`src/rtl/dmem_pkg.sv`:
```
// ============================================================================
// Package : dmem_pkg
// Shared access-size encodings, FSM state type and request snapshot used by
// the two-port data-memory arbiter.
// Revision: 1.0
// ============================================================================
`default_nettype none

package dmem_pkg;

  // Access size encodings presented by the requesters
  localparam logic [1:0] SZ_BYTE = 2'b00;
  localparam logic [1:0] SZ_HALF = 2'b01;
  localparam logic [1:0] SZ_WORD = 2'b10;
  localparam logic [1:0] SZ_ILL  = 2'b11;

  // Arbiter sequencing: accept, perform the DMEM access, then respond
  typedef enum logic [1:0] {
    IDLE   = 2'd0,
    ACCESS = 2'd1,
    RESP   = 2'd2
  } state_e;

  // Snapshot of the accepted request, held for the access and response phases
  typedef struct packed {
    logic        we;
    logic [31:0] addr;
    logic [31:0] wdata;
    logic [1:0]  size;
    logic        sext;
    logic        id;
    logic        err;
  } hold_t;

  // One-hot response strobe for the granted port
  function automatic logic [1:0] port_onehot(input logic id);
    port_onehot = id ? 2'b10 : 2'b01;
  endfunction

endpackage

`default_nettype wire

```
`src/rtl/dmem_align_chk.sv`:
```
// ============================================================================
// Module  : dmem_align_chk
// Combinational legality check of an access: illegal size encoding always
// faults; misaligned halfword/word accesses fault when alignment checking is
// enabled.
// Revision: 1.0
// ============================================================================
`default_nettype none

module dmem_align_chk
  import dmem_pkg::*;
#(
  parameter int ALIGN_CHK = 1
) (
  input  logic [1:0] size_i,
  input  logic [1:0] addr_lo_i,
  output logic       err_o
);

  localparam logic CHK_ON = (ALIGN_CHK != 0);

  // Decode the fault condition from the size and the two low address bits
  always_comb begin
    err_o = 1'b0;
    case (size_i)
      SZ_HALF: err_o = CHK_ON & addr_lo_i[0];
      SZ_WORD: err_o = CHK_ON & (addr_lo_i != 2'b00);
      SZ_ILL:  err_o = 1'b1;
      default: err_o = 1'b0;
    endcase
  end

endmodule

`default_nettype wire

```
`src/rtl/dmem_arbiter.sv`:
```
// ============================================================================
// Module  : dmem_arbiter
// Two-port arbiter in front of a single combinational-read data memory.
// One access is in flight at a time: accept (IDLE) -> DMEM access (ACCESS)
// -> one-cycle response pulse (RESP). Contention is resolved round-robin or
// by fixed priority (port 0 highest).
// Revision: 1.0
// ============================================================================
`default_nettype none

module dmem_arbiter
  import dmem_pkg::*;
#(
  parameter int RR_EN     = 1,
  parameter int ALIGN_CHK = 1
) (
  input  logic        clk,
  input  logic        rst,
  // Requester 0
  input  logic        p0_req_valid,
  output logic        p0_req_ready,
  input  logic        p0_req_we,
  input  logic [31:0] p0_req_addr,
  input  logic [31:0] p0_req_wdata,
  input  logic [1:0]  p0_req_size,
  input  logic        p0_req_sext,
  output logic        p0_resp_valid,
  output logic [31:0] p0_resp_rdata,
  output logic        p0_resp_err,
  // Requester 1
  input  logic        p1_req_valid,
  output logic        p1_req_ready,
  input  logic        p1_req_we,
  input  logic [31:0] p1_req_addr,
  input  logic [31:0] p1_req_wdata,
  input  logic [1:0]  p1_req_size,
  input  logic        p1_req_sext,
  output logic        p1_resp_valid,
  output logic [31:0] p1_resp_rdata,
  output logic        p1_resp_err,
  // Data memory
  output logic        dmem_write_en,
  output logic [31:0] dmem_addr,
  output logic [31:0] dmem_write_data,
  output logic [1:0]  dmem_size,
  output logic        dmem_sign_extend,
  input  logic [31:0] dmem_read_data
);

  localparam logic RR_ON = (RR_EN != 0);

  state_e      state_q;
  logic        rr_q;          // port preferred on the next contended cycle
  hold_t       hold_q;        // accepted request
  hold_t       hold_d;        // request that would be accepted this cycle
  logic [31:0] rdata_q;       // load data captured at the end of ACCESS
  logic        resp_err_q;
  logic [1:0]  resp_valid_q;  // one-hot response strobe, bit n = port n

  logic        w_sel;         // port selected for a grant this cycle
  logic        w_any_valid;
  logic        w_idle;
  logic        w_handshake;
  logic [1:0]  w_sel_size;
  logic [31:0] w_sel_addr;
  logic        w_err;

  assign w_any_valid = p0_req_valid | p1_req_valid;
  assign w_idle      = (state_q == IDLE) & ~rst;
  assign w_handshake = w_idle & w_any_valid;

  // Pick the port to grant: a lone requester wins; contention follows the
  // round-robin pointer or falls back to port 0
  always_comb begin
    w_sel = 1'b0;
    if (p0_req_valid && p1_req_valid) begin
      w_sel = RR_ON ? rr_q : 1'b0;
    end else if (p1_req_valid) begin
      w_sel = 1'b1;
    end
  end

  // Ready is only offered in IDLE and only to the selected valid port
  assign p0_req_ready = w_idle & p0_req_valid & ~w_sel;
  assign p1_req_ready = w_idle & p1_req_valid &  w_sel;

  assign w_sel_size = w_sel ? p1_req_size : p0_req_size;
  assign w_sel_addr = w_sel ? p1_req_addr : p0_req_addr;

  // Legality is decided once, on the selected request, and latched with it
  dmem_align_chk #(
    .ALIGN_CHK (ALIGN_CHK)
  ) u_align_chk (
    .size_i    (w_sel_size),
    .addr_lo_i (w_sel_addr[1:0]),
    .err_o     (w_err)
  );

  assign hold_d = '{
    we:    (w_sel ? p1_req_we    : p0_req_we),
    addr:  w_sel_addr,
    wdata: (w_sel ? p1_req_wdata : p0_req_wdata),
    size:  w_sel_size,
    sext:  (w_sel ? p1_req_sext  : p0_req_sext),
    id:    w_sel,
    err:   w_err
  };

  // Sequencer: accept, access, respond; also owns the round-robin pointer
  always_ff @(posedge clk) begin
    if (rst) begin
      state_q      <= IDLE;
      rr_q         <= 1'b0;
      hold_q       <= '0;
      rdata_q      <= '0;
      resp_err_q   <= 1'b0;
      resp_valid_q <= 2'b00;
    end else begin
      case (state_q)
        IDLE: begin
          resp_valid_q <= 2'b00;
          if (w_handshake) begin
            hold_q  <= hold_d;
            // Faulting requests still consume their turn
            rr_q    <= ~w_sel;
            state_q <= ACCESS;
          end
        end
        ACCESS: begin
          rdata_q      <= (hold_q.we | hold_q.err) ? 32'h0 : dmem_read_data;
          resp_err_q   <= hold_q.err;
          resp_valid_q <= port_onehot(hold_q.id);
          state_q      <= RESP;
        end
        RESP: begin
          resp_valid_q <= 2'b00;
          state_q      <= IDLE;
        end
        default: begin
          resp_valid_q <= 2'b00;
          state_q      <= IDLE;
        end
      endcase
    end
  end

  // The memory sees the held request at all times; only the strobe is
  // phase-qualified. Reset gates it so a store in flight is dropped.
  assign dmem_write_en    = (state_q == ACCESS) & hold_q.we & ~hold_q.err & ~rst;
  assign dmem_addr        = hold_q.addr;
  assign dmem_write_data  = hold_q.wdata;
  assign dmem_size        = hold_q.size;
  assign dmem_sign_extend = hold_q.sext;

  // Response fields are forced to zero on the port that is not being answered
  assign p0_resp_valid = resp_valid_q[0];
  assign p1_resp_valid = resp_valid_q[1];
  assign p0_resp_err   = resp_valid_q[0] & resp_err_q;
  assign p1_resp_err   = resp_valid_q[1] & resp_err_q;
  assign p0_resp_rdata = resp_valid_q[0] ? rdata_q : 32'h0;
  assign p1_resp_rdata = resp_valid_q[1] ? rdata_q : 32'h0;

endmodule

`default_nettype wire

```
`config.mk`:
```
export PLATFORM = sky130hd
export DESIGN_NAME = dmem_arbiter
export DESIGN_NICKNAME = d
export VERILOG_FILES = /design/src/rtl/dmem_pkg.sv /design/src/rtl/dmem_align_chk.sv /design/src/rtl/dmem_arbiter.sv
export SDC_FILE = /design/constraint.sdc
export NUM_CORES = 1
export LEC_CHECK = 0
export CAP_MARGIN = 10
export CORE_UTILIZATION = 39
export CTS_BUF_LIST = sky130_fd_sc_hd__clkbuf_16
export CTS_CLUSTER_DIAMETER = 100
export DETAILED_ROUTE_END_ITERATION = 7
export GPL_ROUTABILITY_DRIVEN = 0
export HOLD_SLACK_MARGIN = 0.06
export PLACE_DENSITY_LB_ADDON = 0.12
export SYNTH_ARGS = -nofsm -noshare
export SYNTH_HDL_FRONTEND = slang
export SYNTH_HIERARCHICAL = 1
export SYNTH_SLANG_ARGS = --single-unit
```
`constraint.sdc`:
```
create_clock -name clk -period 1.6 [get_ports clk]
set_input_delay 0.16 -clock clk [delete_from_list [all_inputs] [get_ports clk]]
set_output_delay 0.16 -clock clk [all_outputs]
set_load 0.05 [all_outputs]
```
# [After elaboration in Yosys (flattened, before gate mapping)]
# Cells that the tools add are included.
[word_totals] register_bits=108 in_bits=172 output_inout_bits=138 word_cells=53
[classes] eq_ne=5 n_mux=14 n_bitwise=17 n_reduce_logical=5
[ops] operator="$mux W32" n=5
[ops] operator="$and A1 B1 Y1" n=11
[ops] operator="$mux W2" n=3
[ops] operator="$eq A2 B1 Y1 const B" n=2
[ops] operator="$eq A2 B2 Y1 const B" n=2
[ops] operator="$mux W1" n=4
[ops] operator="$not A1 Y1" n=4
[ops] operator="$pmux W2 S2" n=1
[ops] operator="$pmux W1 S3" n=1
[ops] operator="$logic_not A2 Y1" n=1
[ops] operator="$ne A2 B2 Y1 const B" n=1
[ops] operator="$or A1 B1 Y1" n=2
[ops] operator="$reduce_and A2 Y1" n=1
[ops] operator="$reduce_bool A2 Y1" n=1
[ops] operator="$reduce_or A2 Y1" n=1
[ops] operator="$logic_and A1 B1 Y1" n=1

# [Longest topological paths before layout]
# Gate-level depths: netlist of run 1.
[depth] depth_word=5 mapped_depth=8 ltp_nobuf=7

# [By module]
# The synthesis of run 1 kept the hierarchy.
[modules_own_cells] mod="dmem_arbiter" n_inst=1 cells_per_inst=653 area_per_inst_um2=5486.5 seq_area_each_um2=2162.1
[modules_own_cells] mod="dmem_align_chk" n_inst=1 cells_per_inst=3 area_per_inst_um2=13.8 seq_area_each_um2=0.0

# [Least setup slack after synthesis of run 1]
# OpenSTA, ideal clock, no wires.
[synth_path] path_kind="register to output" from="register state_q[1]" to="output dmem_write_en" t_arrival_ns=2.459 required_time_ns=1.440 setup_slack_ns=-1.019 stages_incl_launch_ff=5 n_path_buf=2 cell_sequence="dfxtp_1 nand2b_1 buf_4 clkbuf_1 nor4b_1"
[synth_between] elab_chain_cells=4
[synth_lines] element="start, declared" line="dmem_arbiter.sv:52" rtl="state_e state_q;"
[synth_lines] element="start signal, assigned" line="dmem_arbiter.sv:112" rtl="state_q <= IDLE;"
[synth_lines] element="start signal, assigned" line="dmem_arbiter.sv:126" rtl="state_q <= ACCESS;"
[synth_lines] element="start signal, assigned" line="dmem_arbiter.sv:133" rtl="state_q <= RESP;"
[synth_lines] element="$eq A2 B1 Y1" line="dmem_arbiter.sv:149" rtl="assign dmem_write_en = (state_q == ACCESS) & hold_q.we & ~hold_q.err & ~rst;"
[synth_lines] element="$and A1 B1 Y1 (3 in a row)" line="dmem_arbiter.sv:149"
[synth_lines] element="end, declared" line="dmem_arbiter.sv:42" rtl="output logic dmem_write_en,"
# No other way between the ends.

# [Worst setup path in the final report of run 1]
[layout_path] from="register rr_q" to="output p0_req_ready"
[layout_between] elab_chain_cells=3
[layout_lines] element="start, declared" line="dmem_arbiter.sv:53" rtl="logic rr_q;"
[layout_lines] element="start signal, assigned" line="dmem_arbiter.sv:125" rtl="rr_q <= ~w_sel;"
[layout_lines] element="$mux W1" line="dmem_arbiter.sv:76" rtl="if (p0_req_valid && p1_req_valid) begin"
[layout_lines] element="$not A1 Y1" line="dmem_arbiter.sv:84" rtl="assign p0_req_ready = w_idle & p0_req_valid & ~w_sel;"
[layout_lines] element="$and A1 B1 Y1" line="dmem_arbiter.sv:84"
[layout_lines] element="end, declared" line="dmem_arbiter.sv:21" rtl="output logic p0_req_ready,"
# No other way between the ends.

==> results.ini, run 1 <==
[critical_path]
timing.rr.start=rr_q
worst-path-buf-inv=2
crit_chain=o21ai_4 > buf_12 > and3_4 > buf_12
worstPathArrival_ps=1390
startpoint=rr_q
crit_path_end=p0_req_ready
criticalPathCategory=flop to output pin
end_kind=output pin
cp.required_ps=1440
critPathLaunchType=flop
reg2reg_setup_slack_ps=90
crit_fanout=11
r2r_end=hold_q[0]
critPathSlowestCell=dfxtp_2
cpMostUsedCell=buf_12
reg2reg_depth=7
worst_path_dominant_cell_family=flip-flops
slowest_delay_ps=350
crit_cells=4

[place]
port_buffers=309
dp.final_hpwl_mm=13.7
dp_cells=1052

[timing]
slew-limit-headroom=0.672
fin_crit_ps=1550
maxSlewViolCount=0
worst_pin_slew_ps=492
skew_ps=5.83
setup_viol=0
hold_violations=0
fin_crit_sh=0.970
tns_ps=0
rsz0062_at_grt=no
max_freq_ghz=0.644

[power_and_ir_drop]
clock_power_share=0.315
leakage_nw=3.79
vdd_drop_max_mv=0.526
power_switching_mw=2.51
sequentialPowerShare=0.382
combPwrFrac=0.303
powerDensity_nw_per_um2=853
p_int_mw=5.46
swShare=0.315

[grt]
grt_max_degree=61
grtUsageTotal=0.245
grt_pass1_vias=5525
antenna_found_initial=2
grt_overflow_total=0
grt_pass1_wl_mm=28.0

[logic_synthesis]
synth-compound-area-share=0.244
synth_mux_area_frac=0.0118
synth_area_um2=5500
ys_types=27
ys_seq_area_frac=0.393
synth_xor_area_frac=0
synth_fa_ha_area_frac=0
syn_inst=656
avgSynthCellArea_um2=8.38
yosysWarnings=6
synth_nets=828
synth_seq_cells=108
synth-simple-area-share=0.204
synth_top_family_by_area=compound AO/OA/AOI/OAI gates

[floorplanning]
core_um2=13800
start_util=0.398
dieArea_um2=14600
die_w_um=121
top_level_ports=310
die_h_um=121
rows=43

[min_path]
min_path_type=input pin to flop
min-delay-start=p0_req_addr[31]
whs_path_depth=3

[clocking]
cts.clk_slew.worst_paths_ps=70
clock-sinks=108
cts_tree=yes
clock_latency_ps=350
cts_root_buf=clkbuf_16
htree_num_levels=3
numCtsBuffers=9
cts_buffer_depth=2
hold_buffers=0

[cells_and_area]
final_nets=1060
final_cell_mix=clkdlybuf4s50_1 (170), dfxtp_1 (106), nor2_1 (100)
syn_to_final_growth_pct=70.1
fin_util=0.677
layout_commonest_cell=clkdlybuf4s50_1
drive_above_1_share=0.273
stdcell_count=1075

[routing]
drt-wirelength-per-cell_um=17.2
vias=5430
viasPerCell=5.05
route.detailed.drc=0
firstDrtPassIters=6
drt_iter0_markers=272
drt-total-wl_mm=18.5
drtAntennaViolNets=0

[status]
status=complete, no violations

[job]
cap_viol_max_count=0

area by class of cell:
class / count / area [um^2]
fillers: 1079 / 4470
flip-flops and latches: 108 / 2160
clock inverters: 7 / 106
multi-input cells: 422 / 2590
well taps: 180 / 225
diodes: 2 / 5.00
clock buffers: 9 / 225
inverters: 6 / 25.0
repair buffers: 341 / 4020
cell families (layout without fill, tap and decap cells):
group | after synthesis | after routing
multiplexers | 6 | 6
AO/OA/AOI/OAI | 174 | 174
other | 0 | 2
buffers and inverters | 126 | 363
AND/OR/NAND/NOR | 242 | 242
flip-flops | 108 | 108
registers in the layout (all words and copies together), names as in the netlist:
register / count
dmem_addr: 32
dmem_write_data: 32
rdata_q: 32
hold_q: 3
dmem_size: 2
resp_valid_q: 2
state_q: 2
dmem_sign_extend: 1
resp_err_q: 1
rr_q: 1
tightest hold or removal path: stages:
cell and delay (ps):
clkdlybuf4s50_1 390, nand2_1 50, a211oi_1 50
stage by stage:
stage | hold WS [ps] | instance area, um^2 | setup WS, ps | power (mW)
after floorplan | 276 | 5530 | 13.0 | 4.69
after global placement | 426 | 8900 | -235 | 5.42
after detailed placement | 444 | 8900 | -306 | 5.48
after CTS | 351 | 9260 | 18.6 | 8.01
after global routing | 363 | 9360 | 2.40 | 8.33
final | 362 | 9360 | 47.7 | 7.98
synth_stat cells, drive strengths merged:
library cell  count  area (um^2)
dfxtp           108         2160
nor2            100          375
buf              99          708
a21oi            69          345
and2             68          425
nand2            66          248
a211oi           62          666
a22oi            33          248
clkbuf           21         78.8
inv               6         22.5
o21a              5         37.5
mux2              4         45.0
nor3              4         42.5
o21ai             3         30.0
a311oi            2         17.5
mux2i             2         20.0
and3              1         6.26
nand2b            1         6.26
nand3b            1         7.51
nor4b             1         8.76
repair_timing:
action,CTS,global route
hold endpoints to repair,0,0
setup buffers,1,3
resized for setup,7,10
cloned,0,1
pin swaps,1,4
setup endpoints to repair,3,37
worst min-delay path by stage:
stage / to
4_1_cts: dmem_addr[31]
5_1_grt: dmem_addr[31]
3_5_place_dp: resp_valid_q[0]
6_report: dmem_addr[31]
2_1_floorplan: rr_q
3_3_place_gp: resp_valid_q[0]
power by group through the flow:
stage               logic [mW]  registers, mW  clock network [mW]
floorplan                 1.61           3.08                   0
global placement          2.33           3.10                   0
detailed placement        2.37           3.11                   0
CTS                       2.40           3.05                2.56
global route              2.57           3.08                2.69
finish                    2.42           3.05                2.51
layer usage:
layer	global-route usage	vias up	share of wire
li1	-	2608	-
met1	0.259	2578	0.38
met2	0.453	217	0.51
met3	0.0689	27	0.076
met4	0.103	0	0.027
met5	0	-	0
Power figures use the tool's default switching activity.
==> run 2: changes to the inputs <==
CORE_UTILIZATION = 40   (was 39)
CTS_BUF_LIST = sky130_fd_sc_hd__clkbuf_8   (was sky130_fd_sc_hd__clkbuf_16)
==> results.ini, run 2 (same netlist as run 1, synthesis figures left out) <==
[timing]
worst_pin_slew_ps=982
fin_crit_ps=1560
hold_violations=0
skew_ps=8.19
slew-limit-headroom=0.345
fin_crit_sh=0.976
maxSlewViolCount=0
tns_ps=0
holdWs_ps=328
max_freq_ghz=0.641
setup_viol=0

[cells_and_area]
fin_util=0.681
syn_to_final_growth_pct=65.3
final_nets=1052
layout_commonest_cell=clkdlybuf4s50_1
drive_above_1_share=0.264
diodes=0
final_cell_mix=clkdlybuf4s50_1 (170), dfxtp_1 (105), nor2_1 (100)

[floorplanning]
rows=42
die_h_um=119
top_level_ports=310
start_util=0.412
core_um2=13300
dieArea_um2=14200
die_w_um=119

[clocking]
clock_latency_ps=380
htree_num_levels=3
numCtsBuffers=9
cts_tree=yes
cts_buffer_depth=2
cts.clk_slew.worst_paths_ps=100
cts_root_buf=clkbuf_8
clock-sinks=108

[power_and_ir_drop]
power_switching_mw=2.43
p_int_mw=4.60
total_power_mw=7.03
sequentialPowerShare=0.434
combPwrFrac=0.339
powerDensity_nw_per_um2=773
vdd_drop_max_mv=0.395
leakage_nw=3.67
swShare=0.346
clock_power_share=0.227

[critical_path]
crit_fanout=4
worstPathArrival_ps=1810
criticalPathCategory=input pin to flop
cp.required_ps=1850
end_kind=flop
critPathLaunchType=input pin

[routing]
drt_iter0_markers=282
route.detailed.drc=0
drt-wirelength-per-cell_um=17.4
drtAntennaViolNets=0
drt-total-wl_mm=18.5
dr_wl_met3_mm=1.80
firstDrtPassIters=5
wl_met2_mm=9.46
top_layer=met4
wl_met1_mm=6.57
vias=5462
viasPerCell=5.15

[grt]
grt_max_degree=69
antenna_found_initial=0
grt_pass1_vias=5520
grt_overflow_total=0
grtUsageTotal=0.253
grt_pass1_wl_mm=27.9

[place]
port_buffers=309
dp.final_hpwl_mm=13.6

[status]
status=complete, no violations

[min_path]
min_path_type=input pin to flop

[job]
cap_viol_max_count=0

run 2: power by group through the flow:
| stage | clock (mW) | combinational [mW] | sequential [mW] |
|---|---|---|---|
| after floorplan | 0 | 1.61 | 3.08 |
| after global placement | 0 | 2.32 | 3.09 |
| after detailed placement | 0 | 2.37 | 3.11 |
| after CTS | 1.64 | 2.40 | 3.05 |
| after global routing | 1.75 | 2.52 | 3.08 |
| final | 1.60 | 2.38 | 3.05 |
run 2: cell type report:
class / instances / area [um^2]
fill: 1083 / 4250
sequential: 108 / 2170
clock inverter: 4 / 16.3
timing repair buffer: 333 / 3930
inverter: 6 / 22.5
clock buffer: 12 / 165
multi-input combinational: 422 / 2570
tap: 176 / 220
run 2: worst max-delay path: stages:
cell and delay, ps:
clkdlybuf4s50_1 500, inv_2 60, o21ai_4 170, buf_4 160
mux2_2 360, nor3_2 170, nor2_1 70, nand2_1 80
a21oi_1 80
run 2: through the flow:
stage          cell area [um^2]  setup WS, ps  cells
5_1_grt                    9090         -28.4   1061
3_5_place_dp               8860          -249   1042
2_1_floorplan              5530          13.0    656
3_3_place_gp               8860          -214   1042
6_report                   9090          39.0   1061
4_1_cts                    9080          3.96   1061
run 2: worst paths after layout:
path | start | to | slack, ps | cells after the start
worst max-delay path | p0_req_valid | hold_q[0] | 40 | 9
worst min-delay path | p0_req_addr[11] | dmem_addr[11] | 330 | 3
worst max register to register | rr_q | hold_q[0] | 50 | 7
worst min register to register | hold_q[1] | resp_valid_q[0] | 470 | 1
run 2: what timing repair did:
| action | 4_1_cts | 5_1_grt |
|---|---|---|
| cloned | 0 | 0 |
| gates resized for setup | 7 | 2 |
| hold buffers | 0 | 0 |
| pin swaps | 2 | 0 |
| endpoints found under the setup margin | 2 | 2 |
| setup buffers | 3 | 0 |
run 2: routing by layer:
metal | vias to the layer above | track usage
li1 | 2585 | -
met1 | 2572 | 0.267
met2 | 263 | 0.448
met3 | 42 | 0.0824
met4 | 0 | 0.130
met5 | - | 0
==> run 3: changes to the inputs <==
ABC_CLOCK_PERIOD_IN_PS = 1600   (was default)
==> results of run 3 <==
Final layout, timing and power as in run 2 (identical DEF).
